===== src/rtl/muldiv_pkg.sv =====
// Shared encodings for the execute-stage multiply/divide unit.
package muldiv_pkg;

  typedef enum logic [1:0] {
    OP_MUL   = 2'b00,
    OP_MULHU = 2'b01,
    OP_DIVU  = 2'b10,
    OP_REMU  = 2'b11
  } op_e;

  typedef enum logic [1:0] {
    IDLE = 2'b00,
    RUN  = 2'b01,
    DONE = 2'b10
  } state_e;

  // Quotient returned on divide by zero; sliced down to the unit width.
  localparam logic [63:0] DIV_ZERO_QUOT = '1;

  function automatic logic is_div(input op_e op);
    return op inside {OP_DIVU, OP_REMU};
  endfunction

endpackage


===== src/rtl/exec_muldiv_if.sv =====
// Start/busy/done handshake between the control unit and the mul/div unit.
interface exec_muldiv_if #(
  parameter int unsigned WIDTH = 16
);
  logic             start;
  logic [1:0]       op;
  logic [WIDTH-1:0] opA;
  logic [WIDTH-1:0] opB;
  logic             busy;
  logic             done;
  logic [WIDTH-1:0] result;
  logic             divZero;

  modport master (
    output start, op, opA, opB,
    input  busy, done, result, divZero
  );

  modport slave (
    input  start, op, opA, opB,
    output busy, done, result, divZero
  );
endinterface


===== src/rtl/muldiv_step.sv =====
// One radix-2 iteration: shift-add multiply or restoring divide.
module muldiv_step
  import muldiv_pkg::*;
#(
  parameter int unsigned WIDTH = 16
) (
  input  op_e                op_i,
  input  logic [2*WIDTH-1:0] acc_i,
  input  logic [WIDTH-1:0]   mcand_i,
  input  logic [WIDTH-1:0]   divisor_i,
  output logic [2*WIDTH-1:0] acc_o
);

  logic [WIDTH:0] sum;
  logic [WIDTH:0] rem_sh;
  logic [WIDTH:0] diff;

  // Mul: {hi, multiplier} register; div: {remainder, dividend/quotient} register.
  always_comb begin
    sum    = {1'b0, acc_i[2*WIDTH-1:WIDTH]} + (acc_i[0] ? {1'b0, mcand_i} : '0);
    // Shifted remainder keeps the bit pushed out of the top so it never overflows.
    rem_sh = acc_i[2*WIDTH-1:WIDTH-1];
    diff   = rem_sh - {1'b0, divisor_i};
    if (!is_div(op_i)) begin
      acc_o = {sum, acc_i[WIDTH-1:1]};
    end else if (diff[WIDTH]) begin
      acc_o = {rem_sh[WIDTH-1:0], acc_i[WIDTH-2:0], 1'b0};
    end else begin
      acc_o = {diff[WIDTH-1:0], acc_i[WIDTH-2:0], 1'b1};
    end
  end

endmodule


===== src/rtl/exec_muldiv.sv =====
// Iterative multiply/divide unit beside the ALU; one result bit per cycle.
module exec_muldiv
  import muldiv_pkg::*;
#(
  parameter int unsigned WIDTH = 16
) (
  input logic           clk,
  input logic           rst,
  exec_muldiv_if.slave  bus
);

  localparam int unsigned CntW = (WIDTH > 1) ? $clog2(WIDTH) : 1;
  localparam logic [CntW-1:0] LastCnt = CntW'(WIDTH - 1);

  state_e               state_q, state_d;
  op_e                  op_q, op_d;
  logic [WIDTH-1:0]     a_q, a_d;
  logic [WIDTH-1:0]     b_q, b_d;
  logic [2*WIDTH-1:0]   acc_q, acc_d;
  logic [CntW-1:0]      cnt_q, cnt_d;
  logic                 busy_q, busy_d;
  logic                 done_q, done_d;
  logic [WIDTH-1:0]     result_q, result_d;
  logic                 dz_q, dz_d;

  logic [2*WIDTH-1:0]   step_acc;
  op_e                  req_op;
  logic [WIDTH-1:0]     step_sel;

  assign req_op = op_e'(bus.op);

  muldiv_step #(
    .WIDTH (WIDTH)
  ) u_step (
    .op_i      (op_q),
    .acc_i     (acc_q),
    .mcand_i   (a_q),
    .divisor_i (b_q),
    .acc_o     (step_acc)
  );

  // Low half for MUL/DIVU (product low / quotient), high half for MULHU/REMU.
  always_comb begin
    step_sel = (op_q == OP_MUL || op_q == OP_DIVU) ? step_acc[WIDTH-1:0]
                                                   : step_acc[2*WIDTH-1:WIDTH];
  end

  // Next-state: accept in IDLE/DONE, iterate in RUN, load result entering DONE.
  always_comb begin
    state_d  = state_q;
    op_d     = op_q;
    a_d      = a_q;
    b_d      = b_q;
    acc_d    = acc_q;
    cnt_d    = cnt_q;
    busy_d   = busy_q;
    done_d   = 1'b0;
    result_d = result_q;
    dz_d     = dz_q;
    case (state_q)
      IDLE, DONE: begin
        busy_d  = 1'b0;
        state_d = IDLE;
        if (bus.start) begin
          op_d  = req_op;
          a_d   = bus.opA;
          b_d   = bus.opB;
          cnt_d = '0;
          if (is_div(req_op) && bus.opB == '0) begin
            acc_d    = '0;
            state_d  = DONE;
            done_d   = 1'b1;
            result_d = (req_op == OP_DIVU) ? DIV_ZERO_QUOT[WIDTH-1:0] : bus.opA;
            dz_d     = 1'b1;
          end else begin
            // Cleared upper half; lower half seeded with multiplier or dividend.
            acc_d   = is_div(req_op) ? {{WIDTH{1'b0}}, bus.opA} : {{WIDTH{1'b0}}, bus.opB};
            state_d = RUN;
            busy_d  = 1'b1;
            dz_d    = 1'b0;
          end
        end
      end
      RUN: begin
        acc_d = step_acc;
        if (cnt_q == LastCnt) begin
          state_d  = DONE;
          busy_d   = 1'b0;
          done_d   = 1'b1;
          result_d = step_sel;
        end else begin
          cnt_d = cnt_q + 1'b1;
        end
      end
      default: begin
        state_d = IDLE;
        busy_d  = 1'b0;
      end
    endcase
  end

  // State and registered outputs.
  always_ff @(posedge clk or posedge rst) begin
    if (rst) begin
      state_q  <= IDLE;
      op_q     <= OP_MUL;
      a_q      <= '0;
      b_q      <= '0;
      acc_q    <= '0;
      cnt_q    <= '0;
      busy_q   <= 1'b0;
      done_q   <= 1'b0;
      result_q <= '0;
      dz_q     <= 1'b0;
    end else begin
      state_q  <= state_d;
      op_q     <= op_d;
      a_q      <= a_d;
      b_q      <= b_d;
      acc_q    <= acc_d;
      cnt_q    <= cnt_d;
      busy_q   <= busy_d;
      done_q   <= done_d;
      result_q <= result_d;
      dz_q     <= dz_d;
    end
  end

  assign bus.busy    = busy_q;
  assign bus.done    = done_q;
  assign bus.result  = result_q;
  assign bus.divZero = dz_q;

endmodule


===== src/flat_wrapper.sv =====
// flat-port wrapper written by rule: the top's interface ports become plain ports
module exec_muldiv_flat import muldiv_pkg::*;
#(
  parameter int unsigned WIDTH = 16
)
  (clk, rst, bus_start, bus_op, bus_opA, bus_opB, bus_busy, bus_done, bus_result, bus_divZero);
  exec_muldiv_if #(.WIDTH(WIDTH)) bus_i ();
  input logic clk;
  input logic rst;
  input wire logic [$bits(bus_i.start)-1:0] bus_start;
  input wire logic [$bits(bus_i.op)-1:0] bus_op;
  input wire logic [$bits(bus_i.opA)-1:0] bus_opA;
  input wire logic [$bits(bus_i.opB)-1:0] bus_opB;
  output wire logic [$bits(bus_i.busy)-1:0] bus_busy;
  output wire logic [$bits(bus_i.done)-1:0] bus_done;
  output wire logic [$bits(bus_i.result)-1:0] bus_result;
  output wire logic [$bits(bus_i.divZero)-1:0] bus_divZero;
  assign bus_i.start = bus_start;
  assign bus_i.op = bus_op;
  assign bus_i.opA = bus_opA;
  assign bus_i.opB = bus_opB;
  assign bus_busy = bus_i.busy;
  assign bus_done = bus_i.done;
  assign bus_result = bus_i.result;
  assign bus_divZero = bus_i.divZero;
  exec_muldiv #(.WIDTH(WIDTH)) u_core (.clk(clk), .rst(rst), .bus(bus_i));
endmodule

===== config.mk =====
export PLATFORM = sky130hd
export DESIGN_NAME = exec_muldiv_flat
export DESIGN_NICKNAME = d
export VERILOG_FILES = /design/src/rtl/muldiv_pkg.sv /design/src/rtl/exec_muldiv_if.sv /design/src/rtl/muldiv_step.sv /design/src/rtl/exec_muldiv.sv /design/src/flat_wrapper.sv
export SDC_FILE = /design/constraint.sdc
export NUM_CORES = 1
export LEC_CHECK = 0
export CAP_MARGIN = 15
export CORE_AREA = 5 5 94 162
export CTS_CLUSTER_DIAMETER = 100
export DETAILED_ROUTE_END_ITERATION = 8
export DIE_AREA = 0 0 99 167
export GPL_ROUTABILITY_DRIVEN = 0
export MAX_ROUTING_LAYER = met4
export PLACE_DENSITY_LB_ADDON = 0.2
export SETUP_SLACK_MARGIN = 0.15
export SLEW_MARGIN = 25
export SYNTH_ARGS = -nofsm -noshare
export SYNTH_HDL_FRONTEND = slang
export SYNTH_SLANG_ARGS = --single-unit

===== constraint.sdc =====
create_clock -name clk -period 3.2 [get_ports clk]
set_input_delay 0.64 -clock clk [delete_from_list [all_inputs] [get_ports clk]]
set_output_delay 0.64 -clock clk [all_outputs]
set_load 0.1 [all_outputs]

* After elaboration in Yosys (flattened, before gate mapping) *
Index checks and enable logic that the tools add are counted.
Widths: inputs -> output; s select.

operators by class
  equality and inequality tests = 11
  mux-type cells = 28
  reduce and logical (&&, ||, !) cells = 13
  add/subtract/negate cells = 3

operator list
  kind                 count
  $mux 32              4
  $mux 16              7
  $pmux 32 s2          1
  $pmux 16 s2          1
  $add 16x17->17       1
  $sub 17x16->17       1
  $logic_not 16->1     1
  $eq 2x2->1 const B   5
  $mux 4               2
  $pmux 4 s2           1
  $mux 1               6
  $mux 2               3
  $reduce_bool 2->1    3
  $add 4x1->4 const B  1
  $eq 4x4->1 const B   1
  $logic_not 2->1      2
  $ne 2x1->1 const B   2
  $ne 2x2->1 const B   2
  $pmux 1 s2           2
  $pmux 2 s2           1
  $reduce_and 2->1     2
  $reduce_and 4->1     1
  $reduce_and 3->1     1
  $eq 2x1->1 const B   1
  3 further kinds      3

word-level totals
  word-level logic and storage cells = 65
  bits of input ports = 37
  bits in registers = 91

* Depth between registers and ports, before layout *
Gate-level depths: netlist of the first run.

  word-level depth = 6
  depth in mapped cells = 14

* By module *
Synthesis of the first run repeated with hierarchy kept, for this count alone.

second synthesis, totals
  cell total of the unflattened synthesis = 691
  area total of the unflattened synthesis = 6234.7 um^2

by module, submodules not included
  module       cells an instance  area an instance (um^2)  times used
  exec_muldiv  385                4041.4                   1
  muldiv_step  306                2193.4                   1

* Least setup slack after synthesis of the first run *
OpenSTA, ideal clock, no wires.

  kind = reg-to-reg
  start point = register u_core.acc_q[15]
  end point = register u_core.acc_q[31]
  clock period less this slack = 3.110 ns
  cell stages (with the launch flop) = 15
  data required time = 3.078 ns
  arrival time = 2.989 ns
  buffers on the path = 2
  library setup time = 0.122 ns
  path slack = 0.090 ns
  path through = dfrtp_1 inv_1 ha_1 inv_1 fa_1 a211oi_2 o211ai_2 a311o_1 o21ai_2 xnor2_2 buf_6 buf_6 nor2_1 a211o_1 a32o_1

on the way
  cells in the longest elaborated chain, start to end = 4

ends and longest elaborated chain
  item                    RTL line            source
  from (decl)             exec_muldiv.sv:19   logic [2*WIDTH-1:0] acc_q, acc_d;
  from (signal assigned)  exec_muldiv.sv:109  acc_q <= '0;
  from (signal assigned)  exec_muldiv.sv:120  acc_q <= acc_d;
  $sub 17x16->17          muldiv_step.sv:23   diff = rem_sh - {1'b0, divisor_i};
  $mux 32                 muldiv_step.sv:26   end else if (diff[WIDTH]) begin
  $mux 32                 muldiv_step.sv:24   if (!is_div(op_i)) begin
  $pmux 32 s2             exec_muldiv.sv:60   case (state_q)

Every way passes these cells.
A chain may end at the register's enable or synchronous reset.

* Worst setup path after layout of the first run *
  start point = register u_core.acc_q[15]
  end point = register u_core.result_q[3] (netlist: u_core.bus.result[3])

on the way
  cells in the longest elaborated chain, start to end = 6

ends and longest elaborated chain
  item                  RTL line            source
  $sub 17x16->17        muldiv_step.sv:23
  $mux 32               muldiv_step.sv:26
  $mux 32               muldiv_step.sv:24
  $mux 16               exec_muldiv.sv:44   step_sel = (op_q == OP_MUL || op_q == OP_DIVU) ? step_acc[WIDTH-1:0]
  $mux 16               exec_muldiv.sv:86   if (cnt_q == LastCnt) begin
  $pmux 16 s2           exec_muldiv.sv:60
  to (signal assigned)  exec_muldiv.sv:124  result_q <= result_d;
  to (decl)             exec_muldiv.sv:23   logic [WIDTH-1:0] result_q, result_d;

Every way passes these cells. The select of a mux whose other input is x is not followed.

==> summary.md, run 1 <==
The run finished with clean final reports. Dividing the final minimum period by the clock period gives 97.2%. The TritonCTS sink count is 90. Synthesis instantiated 62 different standard cells from the library. Total overflow reported by the global router: 0.

The min-delay analysis places its worst path in the category reg2reg. The worst setup path is launched from a flop. Input and output buffers added on the ports amount to 55. The average wire per standard cell is 20.8 µm.

The cell chosen for the clock root was sky130_fd_sc_hd__clkbuf_16. The most used flip-flop cell after synthesis is sky130_fd_sc_hd__dfrtp_1. In this run the horizontal extent of the chip is 99 µm.

During synthesis, Yosys emitted a total of 0 warnings. The final net count is 845, and the insertion delay of the later-clocked pin in the worst-skew pair is 0.36 ns. Summed over all layers, the routed wires come to 19.9 mm. The area of the multi-input gates was 0.00368 mm²; the fraction of registers with async set/reset was 100%.

After detailed routing, the number of remaining DRC violations is 0. In this run the deepest clock path goes through 2 buffers. The gate count of the mapped netlist is 689, and the endpoint arrival time on the critical path is 3.34 ns. The total vias in the final route is 5689. Averaged over all synthesized cells, the footprint is 8.80 µm².

The synthesis-stage register bit count is 90. The number of antenna violations at the first check in global routing was 0; the DRC marker count from the first detailed-route iteration was 417. The maximum frequency from static timing analysis is 0.322 GHz, and the largest fanout on the critical path is 7. For this run, the total global-route usage over all layers was measured as 24.8%. The floorplan step defined a core boundary enclosing 0.0138 mm². Yosys mapped a number of flops with a built-in enable equal to 0. After floorplanning, the core was divided into 57 placement rows. The tools report the number of slew-limit violations in the final report as 0. Setup repair after global routing could not meet its margin everywhere. Clock skew on the completed layout was measured at 0.00706 ns. For the pin with the worst max-slew slack, the measured transition is 0.732 ns.

Sequential cell area: 0.00225 mm². The critical path is of the reg2reg type. In this run, post-CTS hold repair placed 0 buffers. Clock-pin slew was measured on the worst setup and hold paths at 0.07 ns.

Once detail routing completed, the nets flagged for antenna violations numbered 0. The shortest period the worst path allows is 3.11 ns, and the number of vias per cell after detailed routing is 5.96. Pin placement for this block handled 56 I/O pins. The portion of the post-synthesis area used by sequential elements was 37.1%. The worst hold path begins at u_core.a_q[12]$_DFFE_PP0P_.

0 antenna diodes ended up in the layout. STA puts the critical path data required time at 3.43 ns. The count of endpoints failing setup in the final report is 0. The post-route netlist has 16.2% of its cells at a drive strength greater than 1. The top cell types in the final layout, fill and taps aside, are sky130_fd_sc_hd__nand2_1 (117), sky130_fd_sc_hd__dfrtp_1 (88), sky130_fd_sc_hd__buf_4 (67). The launching point of the worst reg2reg path is u_core.acc_q[15]$_DFFE_PP0P_. TritonCTS built the clock tree.

Compared with the post-synthesis result, the final layout area differs by 23.8%. In this run the vertical extent of the chip is 167 µm. The launch point of the worst path was u_core.acc_q[15]$_DFFE_PP0P_.

Once the floorplan was initialized, standard cells occupied 44.1% of the core. The share of the core filled with cells was 54.5%; the die area was 0.0165 mm². Detailed placement finished with a half-perimeter wire length of 15.1 mm. The first-pass iteration count of the detailed router was 5; the fill cell total of the finished layout was 1247. The tools report the max-cap violation count as 0. Entering global routing, the biggest net connects 43 pins. CTS built an H-tree with a depth of 3. The first-pass GRT wire length is 31.2 mm, and the worst max-slew margin expressed relative to the limit is 50.7%.

STA classifies the critical path endpoint as a flop. The commonest non-fill, non-tap cell in the layout was sky130_fd_sc_hd__nand2_1. The logs give 761 for the post-synthesis net count and 5768 for the via count of the first global-routing pass. The number of clock buffers inserted by TritonCTS is 9. The final-report hold violation count is 0, and the total standard cell area after synthesis is 0.00606 mm².
==> cells by family (layout without fill, tap and decap cells) <==
logic type / after synthesis / count (layout) / share of synthesized area (%)
AOI/OAI and AO/OA: 201 / 201 / 21.8
muxes: 54 / 54 / 9.41
xor gates and xnor gates: 24 / 24 / 3.59
DFF: 90 / 90 / 37.1
buffers and inverters: 63 / 152 / 4.19
and+or+nand+nor: 222 / 222 / 16.4
adders and majority gates: 35 / 35 / 7.47
==> worst max-delay path: stages, from the launching register on <==
cell and delay (ns):
sky130_fd_sc_hd__dfrtp_1 0.38, sky130_fd_sc_hd__inv_1 0.06, sky130_fd_sc_hd__ha_2 0.18, sky130_fd_sc_hd__inv_2 0.04, sky130_fd_sc_hd__fa_2 0.35, sky130_fd_sc_hd__a211oi_2 0.25
sky130_fd_sc_hd__o211ai_2 0.12, sky130_fd_sc_hd__a311o_1 0.32, sky130_fd_sc_hd__o21ai_2 0.22, sky130_fd_sc_hd__xnor2_4 0.21, sky130_fd_sc_hd__buf_12 0.19, sky130_fd_sc_hd__mux2i_2 0.23
sky130_fd_sc_hd__a211oi_1 0.10, sky130_fd_sc_hd__or3_1 0.35
==> flip-flops by register name, summed over array words and instances (netlist names) <==
| register | cells |
|---|---|
| u_core.bus.done | 1 |
| u_core.cnt_q | 4 |
| u_core.b_q | 16 |
| u_core.bus.result | 16 |
| u_core.acc_q | 32 |
| u_core.bus.divZero | 1 |
| u_core.state_q | 2 |
| u_core.op_q | 2 |
| u_core.a_q | 16 |
==> final timing paths <==
path / cells past startpoint / to / slack [ns]
max in group asynchronous: 3 / u_core.acc_q[0]$_DFFE_PP0P_ / 2.05
min reg2reg: 2 / u_core.a_q[12]$_DFFE_PP0P_ / 0.47
max reg2reg: 13 / u_core.bus.result[3]$_DFFE_PP0P_ / 0.09
min: 2 / u_core.a_q[12]$_DFFE_PP0P_ / 0.47
max: 13 / u_core.bus.result[3]$_DFFE_PP0P_ / 0.09
min in group asynchronous: 2 / u_core.a_q[14]$_DFFE_PP0P_ / 0.57
==> Yosys cell counts, types with 4 or more instances <==
library cell               number  share of area, %
sky130_fd_sc_hd__a22o_1         9               1.3
sky130_fd_sc_hd__dfrtp_1       90                37
sky130_fd_sc_hd__a21oi_1       34               2.8
sky130_fd_sc_hd__mux2_2         4              0.74
sky130_fd_sc_hd__clkbuf_1      28               1.7
sky130_fd_sc_hd__o21a_1         4              0.50
sky130_fd_sc_hd__o21ai_1       15               1.2
sky130_fd_sc_hd__xor2_1         9               1.3
sky130_fd_sc_hd__a211oi_1      13               1.6
sky130_fd_sc_hd__a211o_1        5              0.72
sky130_fd_sc_hd__nor2b_1        6              0.62
sky130_fd_sc_hd__ha_1          33               6.8
sky130_fd_sc_hd__xnor2_1       14               2.0
sky130_fd_sc_hd__or3_1          5              0.52
sky130_fd_sc_hd__o211ai_1       4              0.50
sky130_fd_sc_hd__nor2_1        35               2.2
sky130_fd_sc_hd__inv_1         26               1.6
sky130_fd_sc_hd__o221ai_1      15               2.2
sky130_fd_sc_hd__o21ai_0       55               4.5
sky130_fd_sc_hd__buf_1          4              0.25
sky130_fd_sc_hd__nor3_1        12              0.99
sky130_fd_sc_hd__nand2_1      117               7.2
sky130_fd_sc_hd__nand4_1        4              0.41
sky130_fd_sc_hd__mux2i_1       45               7.4
sky130_fd_sc_hd__a31oi_1        5              0.52
sky130_fd_sc_hd__o31ai_1        4              0.50
sky130_fd_sc_hd__nand3_1        6              0.50
sky130_fd_sc_hd__a21o_1        15               1.9
sky130_fd_sc_hd__and2_1        19               2.0
sky130_fd_sc_hd__nand2b_1       5              0.52
==> routing by layer <==
metal	up-vias	part of all wire (%)	GRT usage [%]
met5	-	0	-
met4	0	4.9	13.1
met3	57	4.4	2.39
met2	206	51	41.3
met1	2780	39	29.2
li1	2646	-	-
==> area by class of cell <==
| type | instances | share of cell area, % |
|---|---|---|
| multi-input cells | 536 | 49.1 |
| flip-flops and latches | 90 | 30.0 |
| repair buffers | 109 | 12.7 |
| clock buffers | 11 | 3.37 |
| well taps | 177 | 2.95 |
| inverters | 27 | 1.37 |
| clock inverters | 5 | 0.517 |
==> metrics by stage <==
stage / cells / setup slack [ns] / TNS, ns / hold WS (ns) / area, µm²
6_report: 955 / 0.0901 / 0 / 0.472 / 7500
5_1_grt: 955 / -0.0438 / -0.0644 / 0.503 / 7500
4_1_cts: 948 / 0.116 / 0 / 0.477 / 7380
3_5_place_dp: 929 / 0.0154 / 0 / 0.461 / 7020
3_3_place_gp: 929 / 0.0794 / 0 / 0.458 / 7020
2_1_floorplan: 689 / 0.165 / 0 / 0.438 / 6070
==> timing repair <==
item	CTS	global route
resized for setup	9	18
endpoints found under the setup margin	23	27
endpoints found under the hold margin	0	0
setup buffers	3	7
pin swaps	9	5
Power of run 1 is not shown: default switching activity piles up to over one toggle a cycle in this logic, so the estimate is an artifact.
==> inputs of run 2 (changes only) <==
--- a/config.mk
+++ b/config.mk
@@ -11,9 +11,11 @@
 export DETAILED_ROUTE_END_ITERATION = 8
 export DIE_AREA = 0 0 99 167
 export GPL_ROUTABILITY_DRIVEN = 0
+export HOLD_SLACK_MARGIN = 0.03
 export MAX_ROUTING_LAYER = met4
 export PLACE_DENSITY_LB_ADDON = 0.2
 export SETUP_SLACK_MARGIN = 0.15
+export SKIP_CTS_REPAIR_TIMING = 1
 export SLEW_MARGIN = 25
 export SYNTH_ARGS = -nofsm -noshare
 export SYNTH_HDL_FRONTEND = slang
==> run 2 against run 1 <==
Net effect:
- wire length is 0.45% lower
- count of clock-buffer cells in the layout stayed put
- sequential share of layout area is 0.24 points higher
- fmax is 0.91% lower
- die area stayed put
- via count is 0.33% lower
- register-to-register slack worse by 0.03 ns
- global-route usage is 0.12 points lower
- critical endpoint unchanged
- clock skew hardly changed
==> summary.md, run 2 (synthesis gave the netlist of run 1 again) <==
The flow ran to the end, and the final reports show no timing, DRC or antenna violations. The count of endpoints failing setup in the final report was 0 (unchanged); the slew at the pin closest to its max-slew limit was 0.760 ns (+0.0278 ns). The die area is 0.0165 mm² (unchanged), and the first-pass iteration count of the detailed router is 5 (unchanged).

The min-delay analysis places its worst path in the category reg2reg. For the deepest clock path buffer count, the log shows 2 (unchanged). The required arrival time at the worst endpoint is 3.43 ns (about the same), and the total overflow reported by the global router is 0 (unchanged). The tools report the number of rows in the core area as 57 (unchanged). The run gives 9 (unchanged) as the number of clock buffers inserted by TritonCTS. The critical path in this run is classified as reg2reg. The startpoint identified for the worst register-to-register timing path is u_core.acc_q[15]$_DFFE_PP0P_. The run gives 0 (unchanged) as the number of remaining DRC errors. TritonCTS built the clock tree. For the worst max-slew margin expressed relative to the limit, the log shows 48.9% (-1.9 points).

The number of input and output port buffers inserted works out to 55 (unchanged). The worst setup path is captured at a flop. Cell chosen for the clock root: sky130_fd_sc_hd__clkbuf_16. The layout cell share with drive strength beyond 1 is 15.3% (-0.91 points).

The first-pass GRT wire length came out at 31.1 mm (-0.42%). Setup repair after global routing could not meet its margin everywhere. u_core.acc_q holds more flip-flops than any other register. The run gives 0 (unchanged) as the number of antenna violations at the first check in global routing. The height of the die came out at 167 µm (unchanged).

The run gives 3 (unchanged) as the number of H-tree branching levels. The global-route usage over all layers was 24.7% (-0.12 points). In the layout the commonest cells are sky130_fd_sc_hd__nand2_1 (117), sky130_fd_sc_hd__dfrtp_1 (88), sky130_fd_sc_hd__buf_4 (64). The I/O pin count was 56 (unchanged); the max-cap violation count was 0 (unchanged). TritonCTS sink count: 90 (unchanged). Number of vias per cell after detailed routing: 5.97 (+0.30%).

The minimum setup slack in the final design is 0.0614 ns (-0.0287 ns), and the largest fanout on the critical path is 7 (unchanged). The width of the die was 99 µm (unchanged). The worst setup path is launched from a flop.

The DRC marker count from the first detailed-route iteration came out at 445 (+6.7%). The setup slack of the worst register-to-register path is 0.06 ns (-0.03 ns). The average wire per standard cell works out to 20.9 µm (+0.18%). The pre-CTS setup slack is 0.0154 ns (unchanged). Leaving out fill and tap cells, the most frequent cell in the layout is sky130_fd_sc_hd__nand2_1. Final-report hold violation count: 0 (unchanged).

The number of flip-flops under the largest register name was 32 (unchanged); the path depth of the worst reg2reg path was 13 (unchanged). The total inserted antenna cells is 0 (unchanged), and the insertion delay of the later-clocked pin in the worst-skew pair is 0.35 ns (about the same). The logs give 5751 (-0.29%) for the via count of the first global-routing pass and 839 (-0.71%) for the final net count.

For the detailed-placement wirelength estimate, the log shows 15.1 mm (unchanged). The critical path capture point was u_core.bus.result[3]$_DFFE_PP0P_. For the initial standard-cell utilization of the core, the log shows 44.1% (unchanged). The final critical-path share of the clock period works out to 98.1% (+0.90 points).

The total vias in the final route is 5670 (-0.33%). The capture point of the worst reg-to-reg path was u_core.bus.result[3]$_DFFE_PP0P_. The clock-pin slew on the worst setup and hold paths was 0.06 ns (about the same); the layout overhead on the synthesized area was 22.8%. The shortest period the worst path allows works out to 3.14 ns (+0.0287 ns).

The logs give 0.00725 ns (+0.000190 ns) for the final setup skew and 0.319 GHz (-0.91%) for the maximum frequency from static timing analysis. The remaining antenna violation count after routing was 0 (unchanged); the number of slew-limit violations in the final report was 0 (unchanged). The largest net degree at the start of global routing is 43 (unchanged).

Endpoint arrival time on the critical path: 3.37 ns (+0.03 ns). The most critical setup path has its startpoint at u_core.acc_q[15]$_DFFE_PP0P_. The area of the core came out at 0.0138 mm² (unchanged). The total length of routed wires was 19.8 mm (-0.45%).
-- run 2: changes by cell type in the layout (fill, tap and decap cells not counted), sizes merged --
cell and delta:
buf -5, clkbuf -1
-- run 2: final cells by class --
class / instances / area [µm²]
repair buffers: 103 / 901
clock buffers: 11 / 253
flip-flops and latches: 90 / 2250
clock inverters: 5 / 38.8
multi-input cells: 536 / 3670
fillers: 1270 / 6320
inverters: 27 / 103
well taps: 177 / 221
-- run 2: worst min path at each step --
stage	slack, ns	from	end	depth (start not counted)
6_report	0.47	u_core.a_q[10]$_DFFE_PP0P_	u_core.a_q[10]$_DFFE_PP0P_	2
5_1_grt	0.50	u_core.a_q[10]$_DFFE_PP0P_	u_core.a_q[10]$_DFFE_PP0P_	2
4_1_cts	0.48	u_core.a_q[12]$_DFFE_PP0P_	u_core.a_q[12]$_DFFE_PP0P_	2
3_5_place_dp	0.46	u_core.a_q[12]$_DFFE_PP0P_	u_core.a_q[12]$_DFFE_PP0P_	2
3_3_place_gp	0.46	u_core.a_q[12]$_DFFE_PP0P_	u_core.a_q[12]$_DFFE_PP0P_	2
2_1_floorplan	0.44	u_core.a_q[0]$_DFFE_PP0P_	u_core.a_q[0]$_DFFE_PP0P_	2
-- run 2: worst max-delay path, cell delays in order (launching register included) --
cell	delay (ns)
sky130_fd_sc_hd__dfrtp_1	0.38
sky130_fd_sc_hd__inv_1	0.06
sky130_fd_sc_hd__ha_2	0.17
sky130_fd_sc_hd__inv_2	0.04
sky130_fd_sc_hd__fa_2	0.35
sky130_fd_sc_hd__a211oi_2	0.27
sky130_fd_sc_hd__o211ai_2	0.12
sky130_fd_sc_hd__a311o_1	0.31
sky130_fd_sc_hd__o21ai_2	0.24
sky130_fd_sc_hd__xnor2_4	0.20
sky130_fd_sc_hd__buf_12	0.18
sky130_fd_sc_hd__mux2i_4	0.24
sky130_fd_sc_hd__a211oi_2	0.08
sky130_fd_sc_hd__or3_1	0.37
-- run 2: stage by stage --
| step | area [µm²] | setup TNS [ns] | hold slack [ns] | utilization, % | instances |
|---|---|---|---|---|---|
| finish | 7450 | 0 | 0.471 | 54.1 | 949 |
| global route | 7450 | -0.221 | 0.503 | 54.1 | 949 |
| CTS | 7310 | 0 | 0.477 | 53.1 | 945 |
| detailed placement | 7020 | 0 | 0.461 | 51.0 | 929 |
| global placement | 7020 | 0 | 0.458 | 51.0 | 929 |
| floorplan | 6070 | 0 | 0.438 | - | 689 |
-- run 2: metal layers --
| layer | GRT usage, % | vias to the layer above | part of all wire (%) |
|---|---|---|---|
| li1 | - | 2630 | - |
| met1 | 29.1 | 2772 | 39 |
| met2 | 41.1 | 218 | 51 |
| met3 | 2.39 | 50 | 4.3 |
| met4 | 13.0 | 0 | 4.9 |
| met5 | - | - | 0 |
Power of run 2 is left out for the same reason.
